<file path="config.mk">
export PLATFORM = sky130hd
export DESIGN_NAME = ssd_scan_reader
export DESIGN_NICKNAME = d
export VERILOG_FILES = /design/src/rtl/ssd_pkg.sv /design/src/rtl/ssd_pattern_lookup.sv /design/src/rtl/ssd_scan_reader.sv
export SDC_FILE = /design/constraint.sdc
export NUM_CORES = 1
export LEC_CHECK = 0
export BUFFER_PORTS_ARGS = -buffer_cell sky130_fd_sc_hd__buf_2
export CAP_MARGIN = 5
export CORE_MARGIN = 2
export CORE_UTILIZATION = 65
export CTS_BUF_LIST = sky130_fd_sc_hd__clkbuf_4 sky130_fd_sc_hd__clkbuf_8
export CTS_CLUSTER_DIAMETER = 30
export DETAILED_ROUTE_END_ITERATION = 6
export GPL_TIMING_DRIVEN = 1
export PLACE_DENSITY = 0.87
export SYNTH_ARGS = -nofsm -noshare
export SYNTH_HDL_FRONTEND = slang
export SYNTH_SLANG_ARGS = --single-unit
</file>
<file path="constraint.sdc">
create_clock -name clk -period 4.3 [get_ports clk]
set_input_delay 0.86 -clock clk [delete_from_list [all_inputs] [get_ports clk]]
set_output_delay 0.86 -clock clk [all_outputs]
set_load 0.01 [all_outputs]
</file>
<file path="src/rtl/ssd_pkg.sv">
// Shared types and active-low segment patterns (bits a..g, a in the MSB) for
// the seven-segment scan reader.
package ssd_pkg;

  typedef enum logic {
    COLLECT,
    HOLD
  } state_e;

  typedef struct packed {
    logic [3:0] code;
    logic       dp;
    logic       err;
  } digit_t;

  localparam logic [6:0] SEG_0 = 7'b0000001;
  localparam logic [6:0] SEG_1 = 7'b1001111;
  localparam logic [6:0] SEG_2 = 7'b0010010;
  localparam logic [6:0] SEG_3 = 7'b0000110;
  localparam logic [6:0] SEG_4 = 7'b1001100;
  localparam logic [6:0] SEG_5 = 7'b0100100;
  localparam logic [6:0] SEG_6 = 7'b0100000;
  localparam logic [6:0] SEG_7 = 7'b0001111;
  localparam logic [6:0] SEG_8 = 7'b0000000;
  localparam logic [6:0] SEG_9 = 7'b0000100;
  localparam logic [6:0] SEG_A = 7'b0111000;
  localparam logic [6:0] SEG_B = 7'b0001000;
  localparam logic [6:0] SEG_C = 7'b1111001;
  localparam logic [6:0] SEG_D = 7'b1110001;
  localparam logic [6:0] SEG_E = 7'b1111110;
  localparam logic [6:0] SEG_F = 7'b1111111;

endpackage

</file>
<file path="src/rtl/ssd_pattern_lookup.sv">
// Combinational decode of one active-low segment byte into code, dp and an
// error flag for patterns outside the table.
module ssd_pattern_lookup
  import ssd_pkg::*;
(
  input  logic [7:0] pattern_i,
  output digit_t     digit_o
);

  always_comb begin
    digit_o.code = 4'hF;
    digit_o.dp   = ~pattern_i[0];
    digit_o.err  = 1'b0;
    case (pattern_i[7:1])
      SEG_0:   digit_o.code = 4'h0;
      SEG_1:   digit_o.code = 4'h1;
      SEG_2:   digit_o.code = 4'h2;
      SEG_3:   digit_o.code = 4'h3;
      SEG_4:   digit_o.code = 4'h4;
      SEG_5:   digit_o.code = 4'h5;
      SEG_6:   digit_o.code = 4'h6;
      SEG_7:   digit_o.code = 4'h7;
      SEG_8:   digit_o.code = 4'h8;
      SEG_9:   digit_o.code = 4'h9;
      SEG_A:   digit_o.code = 4'hA;
      SEG_B:   digit_o.code = 4'hB;
      SEG_C:   digit_o.code = 4'hC;
      SEG_D:   digit_o.code = 4'hD;
      SEG_E:   digit_o.code = 4'hE;
      SEG_F:   digit_o.code = 4'hF;
      default: digit_o.err  = 1'b1;
    endcase
  end

endmodule

</file>
<file path="src/rtl/ssd_scan_reader.sv">
// Samples a multiplexed active-low seven-segment bus, captures each digit once
// it has been stable, and presents complete frames on a valid/ready handshake.
module ssd_scan_reader
  import ssd_pkg::*;
#(
  parameter int unsigned NUM_DIGITS    = 4,
  parameter int unsigned STABLE_CYCLES = 4
) (
  input  logic                    clk,
  input  logic                    rst_n,
  input  logic [7:0]              ssd,
  input  logic [NUM_DIGITS-1:0]   an,
  output logic [4*NUM_DIGITS-1:0] digit_val,
  output logic [NUM_DIGITS-1:0]   dp_flags,
  output logic [NUM_DIGITS-1:0]   err_flags,
  output logic                    frame_valid,
  input  logic                    frame_ready,
  output logic                    overrun
);

  localparam int unsigned CW = (STABLE_CYCLES > 1) ? $clog2(STABLE_CYCLES) : 1;
  localparam logic [CW-1:0] CNT_MAX = CW'(STABLE_CYCLES - 1);

  logic [7:0]              r_ssd_q, p_ssd_q;
  logic [NUM_DIGITS-1:0]   r_an_q, p_an_q;
  digit_t                  dec_w, dec_q;
  logic [CW-1:0]           cnt_q, cnt_d;
  logic                    captured_q, captured_d;
  logic [NUM_DIGITS-1:0]   seen_q, seen_d;
  digit_t [NUM_DIGITS-1:0] shadow_q, shadow_d;
  logic [4*NUM_DIGITS-1:0] digit_val_q, digit_val_d;
  logic [NUM_DIGITS-1:0]   dp_q, dp_d, err_q, err_d;
  logic                    valid_q, valid_d;
  logic                    overrun_q, overrun_d;
  state_e                  state_q, state_d;

  logic                    match, r_an_ok, p_an_ok, stable, capture, seen_full, load;
  logic [NUM_DIGITS-1:0]   cap_mask;

  ssd_pattern_lookup u_lookup (
    .pattern_i (r_ssd_q),
    .digit_o   (dec_w)
  );

  always_ff @(posedge clk or negedge rst_n) begin
    if (!rst_n) begin
      r_ssd_q     <= '1;
      p_ssd_q     <= '1;
      r_an_q      <= '1;
      p_an_q      <= '1;
      dec_q       <= '0;
      cnt_q       <= '0;
      captured_q  <= 1'b0;
      seen_q      <= '0;
      shadow_q    <= '0;
      digit_val_q <= '0;
      dp_q        <= '0;
      err_q       <= '0;
      valid_q     <= 1'b0;
      overrun_q   <= 1'b0;
      state_q     <= COLLECT;
    end else begin
      r_ssd_q     <= ssd;
      p_ssd_q     <= r_ssd_q;
      r_an_q      <= an;
      p_an_q      <= r_an_q;
      dec_q       <= dec_w;
      cnt_q       <= cnt_d;
      captured_q  <= captured_d;
      seen_q      <= seen_d;
      shadow_q    <= shadow_d;
      digit_val_q <= digit_val_d;
      dp_q        <= dp_d;
      err_q       <= err_d;
      valid_q     <= valid_d;
      overrun_q   <= overrun_d;
      state_q     <= state_d;
    end
  end

  always_comb begin
    match   = (r_ssd_q == p_ssd_q) && (r_an_q == p_an_q);
    r_an_ok = $onehot(~r_an_q);
    p_an_ok = $onehot(~p_an_q);
    stable  = match && r_an_ok;

    // The capture reads the older sample (p_*/dec_q) so a dwell of exactly
    // STABLE_CYCLES pin samples is still captured after the pins move on.
    capture  = (cnt_q == CNT_MAX) && p_an_ok && !captured_q;
    cap_mask = capture ? ~p_an_q : '0;

    cnt_d      = stable ? ((cnt_q == CNT_MAX) ? cnt_q : cnt_q + 1'b1) : '0;
    captured_d = stable ? (captured_q | capture) : 1'b0;

    shadow_d = shadow_q;
    for (int unsigned i = 0; i < NUM_DIGITS; i++) begin
      if (cap_mask[i]) shadow_d[i] = dec_q;
    end

    seen_full   = &seen_q;
    load        = 1'b0;
    state_d     = state_q;
    valid_d     = valid_q;
    overrun_d   = overrun_q;
    digit_val_d = digit_val_q;
    dp_d        = dp_q;
    err_d       = err_q;

    case (state_q)
      COLLECT: begin
        if (seen_full) begin
          load    = 1'b1;
          valid_d = 1'b1;
          state_d = HOLD;
        end
      end
      HOLD: begin
        if (frame_ready) begin
          if (seen_full) begin
            load = 1'b1;
          end else begin
            valid_d = 1'b0;
            state_d = COLLECT;
          end
        end else if (seen_full) begin
          overrun_d = 1'b1;
        end
      end
      default: state_d = COLLECT;
    endcase

    if (load) begin
      for (int unsigned i = 0; i < NUM_DIGITS; i++) begin
        digit_val_d[4*i +: 4] = shadow_q[i].code;
        dp_d[i]               = shadow_q[i].dp;
        err_d[i]              = shadow_q[i].err;
      end
    end

    seen_d = (seen_full ? '0 : seen_q) | cap_mask;
  end

  assign digit_val   = digit_val_q;
  assign dp_flags    = dp_q;
  assign err_flags   = err_q;
  assign frame_valid = valid_q;
  assign overrun     = overrun_q;

endmodule

</file>
# ---- Word level (Yosys, flattened, before mapping)
# Cells that the tools add are included.
dict set report word_totals {
  regBits 88
  latch_bits 0
  ramBits 0
  mem_bits_ro 0
  in_bits 15
  out_inout_bits 26
  elab_cells 92
  mem_count 0
}
dict set report classes {
  addsub 7
  multipliers 0
  div 0
  magnitude_cmp 0
  eq_ne 24
  shifts 0
  n_mux 16
  bitwise 7
  reduce_logical 10
}
# cell count
set op_table {}
lappend op_table {{$pmux 4 s15} 1}
lappend op_table {{$eq 7x7->1 const B} 6}
lappend op_table {{$eq 7x6->1 const B} 3}
lappend op_table {{$reduce_or 16->1} 1}
lappend op_table {{$eq 7x3->1 const B} 2}
lappend op_table {{$eq 7x4->1 const B} 2}
lappend op_table {{$add 1x1->2} 4}
lappend op_table {{$eq 8x8->1} 1}
lappend op_table {{$mux 1} 8}
lappend op_table {{$mux 4} 2}
lappend op_table {{$ne 2x2->1 const B} 4}
lappend op_table {{$not 4->4} 2}
lappend op_table {{$eq 7x1->1 const B} 1}
lappend op_table {{$eq 7x5->1 const B} 1}
lappend op_table {{$logic_not 7->1} 1}
lappend op_table {{$add 2x2->3} 2}
lappend op_table {{$eq 3x1->1 const B} 2}
lappend op_table {{$pmux 1 s2} 3}
lappend op_table {{$reduce_and 6->1} 1}
lappend op_table {{$eq 4x4->1} 1}
lappend op_table {{$logic_and 1x1->1} 4}
lappend op_table {{$mux 2} 2}
lappend op_table {{$or 4x4->4} 1}
lappend op_table {{$reduce_and 4->1} 1}
lappend op_table {{other kinds (6)} 8}

# ---- Logic depth before layout (Yosys ltp)
dict set report logic_depth {
  word_depth 8
  ltp_mapped 9
  ltp_nobuf 8
}

# ---- Modules after synthesis
# Synthesis repeated with hierarchy kept, for this count alone.
dict set report unflattened {
  cells_unflattened 253
  area_unflattened_um2 3726.1
}
# mod n_inst cells_each area_per_inst_um2 seq_area_each_um2
set modules_own_cells {}
lappend modules_own_cells {ssd_scan_reader 1 195 3308.2 2232.1}
lappend modules_own_cells {ssd_pattern_lookup 1 58 417.9 0.0}

# ---- Worst setup path after synthesis
# No wires, ideal clock.
dict set report synth_path {
  kind {register to register}
  startpoint {reg p_an_q[1]}
  endpoint {reg shadow_q[0] in the netlist's numbering}
  setup_ps 125
  arrival_time_ps 2347
  required_time_ps 4175
  slack_ps 1828
  stages_incl_launch_ff 10
  n_path_buf 1
  synth_period_minus_slack_ps 2472
  cell_sequence {dfstp_2 > fa_1 > inv_1 > ha_1 > ha_1 > and4bb_1 > nand2b_1 > buf_6 > nor2_8 > mux2_2}
}
dict set report synth_via {
  elab_chain_cells 7
}
# item line
set synth_rtl {}
lappend synth_rtl {{from (decl)} ssd_scan_reader.sv:25} ;# logic [NUM_DIGITS-1:0] r_an_q, p_an_q;
lappend synth_rtl {{from (signal assigned)} ssd_scan_reader.sv:66} ;# p_an_q <= r_an_q;
lappend synth_rtl {{$not 4->4} ssd_scan_reader.sv:84} ;# p_an_ok = $onehot(~p_an_q);
lappend synth_rtl {{$add 1x1->2 (not written as such)} ssd_scan_reader.sv:84}
lappend synth_rtl {{$add 2x2->3 (not written as such)} ssd_scan_reader.sv:84}
lappend synth_rtl {{$eq 3x1->1} ssd_scan_reader.sv:84}
lappend synth_rtl {{$logic_and 1x1->1 (2 in series)} ssd_scan_reader.sv:89} ;# capture = (cnt_q == CNT_MAX) && p_an_ok && !captured_q;
lappend synth_rtl {{$mux 4} ssd_scan_reader.sv:90} ;# cap_mask = capture ? ~p_an_q : '0;
lappend synth_rtl {{to (signal assigned)} ssd_scan_reader.sv:71} ;# shadow_q <= shadow_d;
lappend synth_rtl {{to (decl)} ssd_scan_reader.sv:30} ;# digit_t [NUM_DIGITS-1:0] shadow_q, shadow_d;
# Every way passes these cells.
# A chain may end at the register's enable or synchronous reset.

# ---- Worst setup path after layout
dict set report layout_path {
  startpoint {reg p_an_q[1]}
  endpoint {reg shadow_q[13] in the netlist's numbering}
}
# Same word-level chain as after synthesis.

==> flow_metrics.tcl <==
set metrics [dict create \
    grt_usage_pct 21.7 \
    yosys_warnings 0 \
    post-route-period-util_pct 68.4 \
    cts.sinks 88 \
    die-area_um2 6320 \
    synth.avg_cell_area_um2 14.6 \
    cts_made_buffers 9 \
    layout_common_cells "dfrtp_1 (64), mux2_2 (47), buf_2 (39)" \
    layout_commonest_cell "dfrtp_1" \
    post_drt_wl_per_cell_um 16.3 \
    postCtsSetupBuffers 0 \
    fin_crit_ns 2.94 \
    area_growth_pct 12.1 \
    grt_pass1_wl_um 10300 \
    vdd_drop_max_uv 276 \
    power.density_nw_per_um2 391 \
    clock_power_share_pct 41.9 \
    cts.path.max_buffers 2 \
    synth_edf_count 0 \
    critical_path_arrival_ns 3.18 \
    vias 2115 \
    post_synth_and_or_nand_nor_area_fraction_pct 11.3 \
    synth-compound-area-share_pct 4.46 \
    crit_top_cell "ha_1" \
    sw_frac_of_total_pct 22.0 \
    synthDistinctLibCells 48 \
    total_power_mw 1.62 \
    synthAdderAreaFrac_pct 2.77 \
    synth-xor-area-share_pct 3.08 \
    maxCapViolations 0 \
    core-area_um2 5510 \
    antenna_cells 0 \
    synth_top_family_by_area "multiplexers" \
    p_switching_mw 0.356 \
    htreeDepth 3 \
    detail-route-antenna-nets 0 \
    clk_latency_ns 0.35 \
    async_flop_share_pct 100 \
    hold_violations 0 \
    start_kind "register" \
    drt_iter0_drc 152 \
    cts_root_buf "clkbuf_8" \
    dieHeight_um 79.5 \
    hold_ws_ns 0.390 \
    crit_path_top_delay_cell "dfstp_2" \
    finalSetupViolations 0 \
    dpl_cell_area_um2 3910 \
    hpwl_um 4030 \
    gp_congestion 0.800 \
    hold_class "reg2reg" \
    path_cells "fa_1 > inv_1 > ha_1 > ha_1 > and4bb_1 > nand2b_1 > nor2_8 > mux2_2" \
    fin_tns_setup_ns 0 \
    pwr-share-seq_pct 54.3 \
    final_area_um2 4150 \
    antenna_found_initial 0 \
    syn-cell-area_um2 3700 \
    core.rowCount 27 \
    synth_seq_cells 88 \
    hold_buffers 0 \
    ys_seq_area_share_pct 60.3 \
    port_buffers 40 \
    nets 316 \
    leakage_nw 2.12 \
    vias_per_cell 5.70 \
    synth-main-ff-cell "dfrtp_1" \
    io_pins 41 \
    synth_fp_nets 276 \
    internal-power_mw 1.27 \
    rsz0062_at_grt "no" \
    drive_gt1_share_pct 45.8 \
    wl_um 6040 \
    critPathRequiredTime_ns 4.54 \
    cts_resized 0 \
    finalClockSkew_ns 0.00665 \
    start_util_pct 67.2 \
    max_slew_margin_pct 18.2 \
    grt-ovfl-total 0 \
    tritoncts "built" \
    synthMuxAreaShare_pct 14.9 \
    grt_max_degree 89 \
    path_max_fanout 7 \
    outcome "finished, final reports clean" \
    drc 0 \
    slowest_delay_ns 0.63 \
    fill_cells 348 \
    firstDrtPassIters 4 \
    die_w_um 79.5 \
    drv_slew 0 \
    grt_pass1_vias 2045 \
    end_kind "register" \
    synthCells 254 \
    tightest_slew_ns 1.22 \
    combinationalPowerShare_pct 3.8 \
    path_class "reg2reg" \
    fmax_mhz 340 \
    clk_pin_slew_ns 0.09 \
]
## sequential cells by signal, indices dropped and copies added (netlist names)
name,cells
r_an_q,4
p_an_q,4
p_ssd_q,8
frame_valid,1
dp_flags,4
err_flags,4
cnt_q,2
dec_q,6
digit_val,16
captured_q,1
seen_q,4
state_q,1
shadow_q,24
overrun,1
r_ssd_q,8
## worst paths after layout
check | from | endpoint | slack, ns | cells past startpoint
max in group asynchronous | rst_n | cnt_q[1]$_DFFE_PN0P_ | 2.97 | 1
hold reg to reg | r_an_q[2]$_DFF_PN1_ | p_an_q[2]$_DFF_PN1_ | 0.39 | 0
setup reg to reg | p_an_q[1]$_DFF_PN1_ | shadow_q[13]$_DFFE_PN0P_ | 1.36 | 8
hold / removal | r_an_q[2]$_DFF_PN1_ | p_an_q[2]$_DFF_PN1_ | 0.39 | 0
min in group asynchronous | rst_n | frame_valid$_DFFE_PN0P_ | 0.70 | 1
setup / recovery | p_an_q[1]$_DFF_PN1_ | shadow_q[13]$_DFFE_PN0P_ | 1.36 | 8
## metrics by stage
step,util (%),setup WS (ns),cells
final,75.4,1.36,371
after global routing,75.4,1.26,371
after CTS,75.4,1.32,371
after detailed placement,71.0,1.33,355
after global placement,71.0,1.45,355
after floorplan,-,1.83,254
## power groups by stage
| stage | clock (mW) | sequential (mW) | combinational, mW |
|---|---|---|---|
| global route | 0.717 | 0.885 | 0.0720 |
| CTS | 0.689 | 0.880 | 0.0629 |
| global placement | 0 | 0.894 | 0.0586 |
| detailed placement | 0 | 0.895 | 0.0623 |
| floorplan | 0 | 0.881 | 0.0427 |
| finish | 0.680 | 0.881 | 0.0613 |
## cell families (layout without fill, tap and decap cells)
family	after synthesis	after routing
adders and majority gates	7	7
muxes	49	49
xor gates and xnor gates	13	13
buffers and inverters	19	64
and+or+nand+nor	56	56
DFF	88	88
AOI/OAI and AO/OA	22	22
## cell usage after synthesis, drive strengths merged (2+ instances only)
library cell  instances  area (µm²)
and4b                 2        20.0
nand3                 2        10.0
nor2b                 4        25.0
dfrtp                64        1600
mux2                 48         541
nand2                 5        18.8
fa                    2        40.0
nor4bb                2        20.0
ha                    5        62.6
a21o                  4        30.0
o21ai                 5        25.0
nor4b                 4        35.0
nor2                 14         118
and3                  2        12.5
nor3                  3        15.0
dfstp                24         631
xor2                 13         114
a21oi                 3        15.0
buf                  11        88.8
nand2b                3        18.8
nand4                 4        31.3
inv                   8        30.0
nor4                  4        37.5
## per-layer routing
layer,global-route usage (%),routed length [µm],vias up
li1,-,-,984
met1,29.3,2760,1053
met4,10.9,106,0
met5,0,0,-
met2,34.1,2930,65
met3,3.85,240,13
## worst max-delay path: cells and delay by family (launching register included)
kind          cells  cell delay [ns]
flops             1             0.63
buf+inv           1             0.07
fa+ha+maj         3             0.80
mux               1             0.37
simple gates      3             0.97
## area by class of cell
cell class / instances / area (µm²) / share of cell area (%)
inverter: 8 / 30.0 / 0.723
tap: 72 / 90.1 / 2.17
multi-input combinational: 147 / 1350 / 32.6
sequential: 88 / 2230 / 53.8
clock inverter: 7 / 119 / 2.86
clock buffer: 9 / 124 / 2.98
timing repair buffer: 40 / 203 / 4.88
Note: power is estimated with default switching activity, not from simulation.
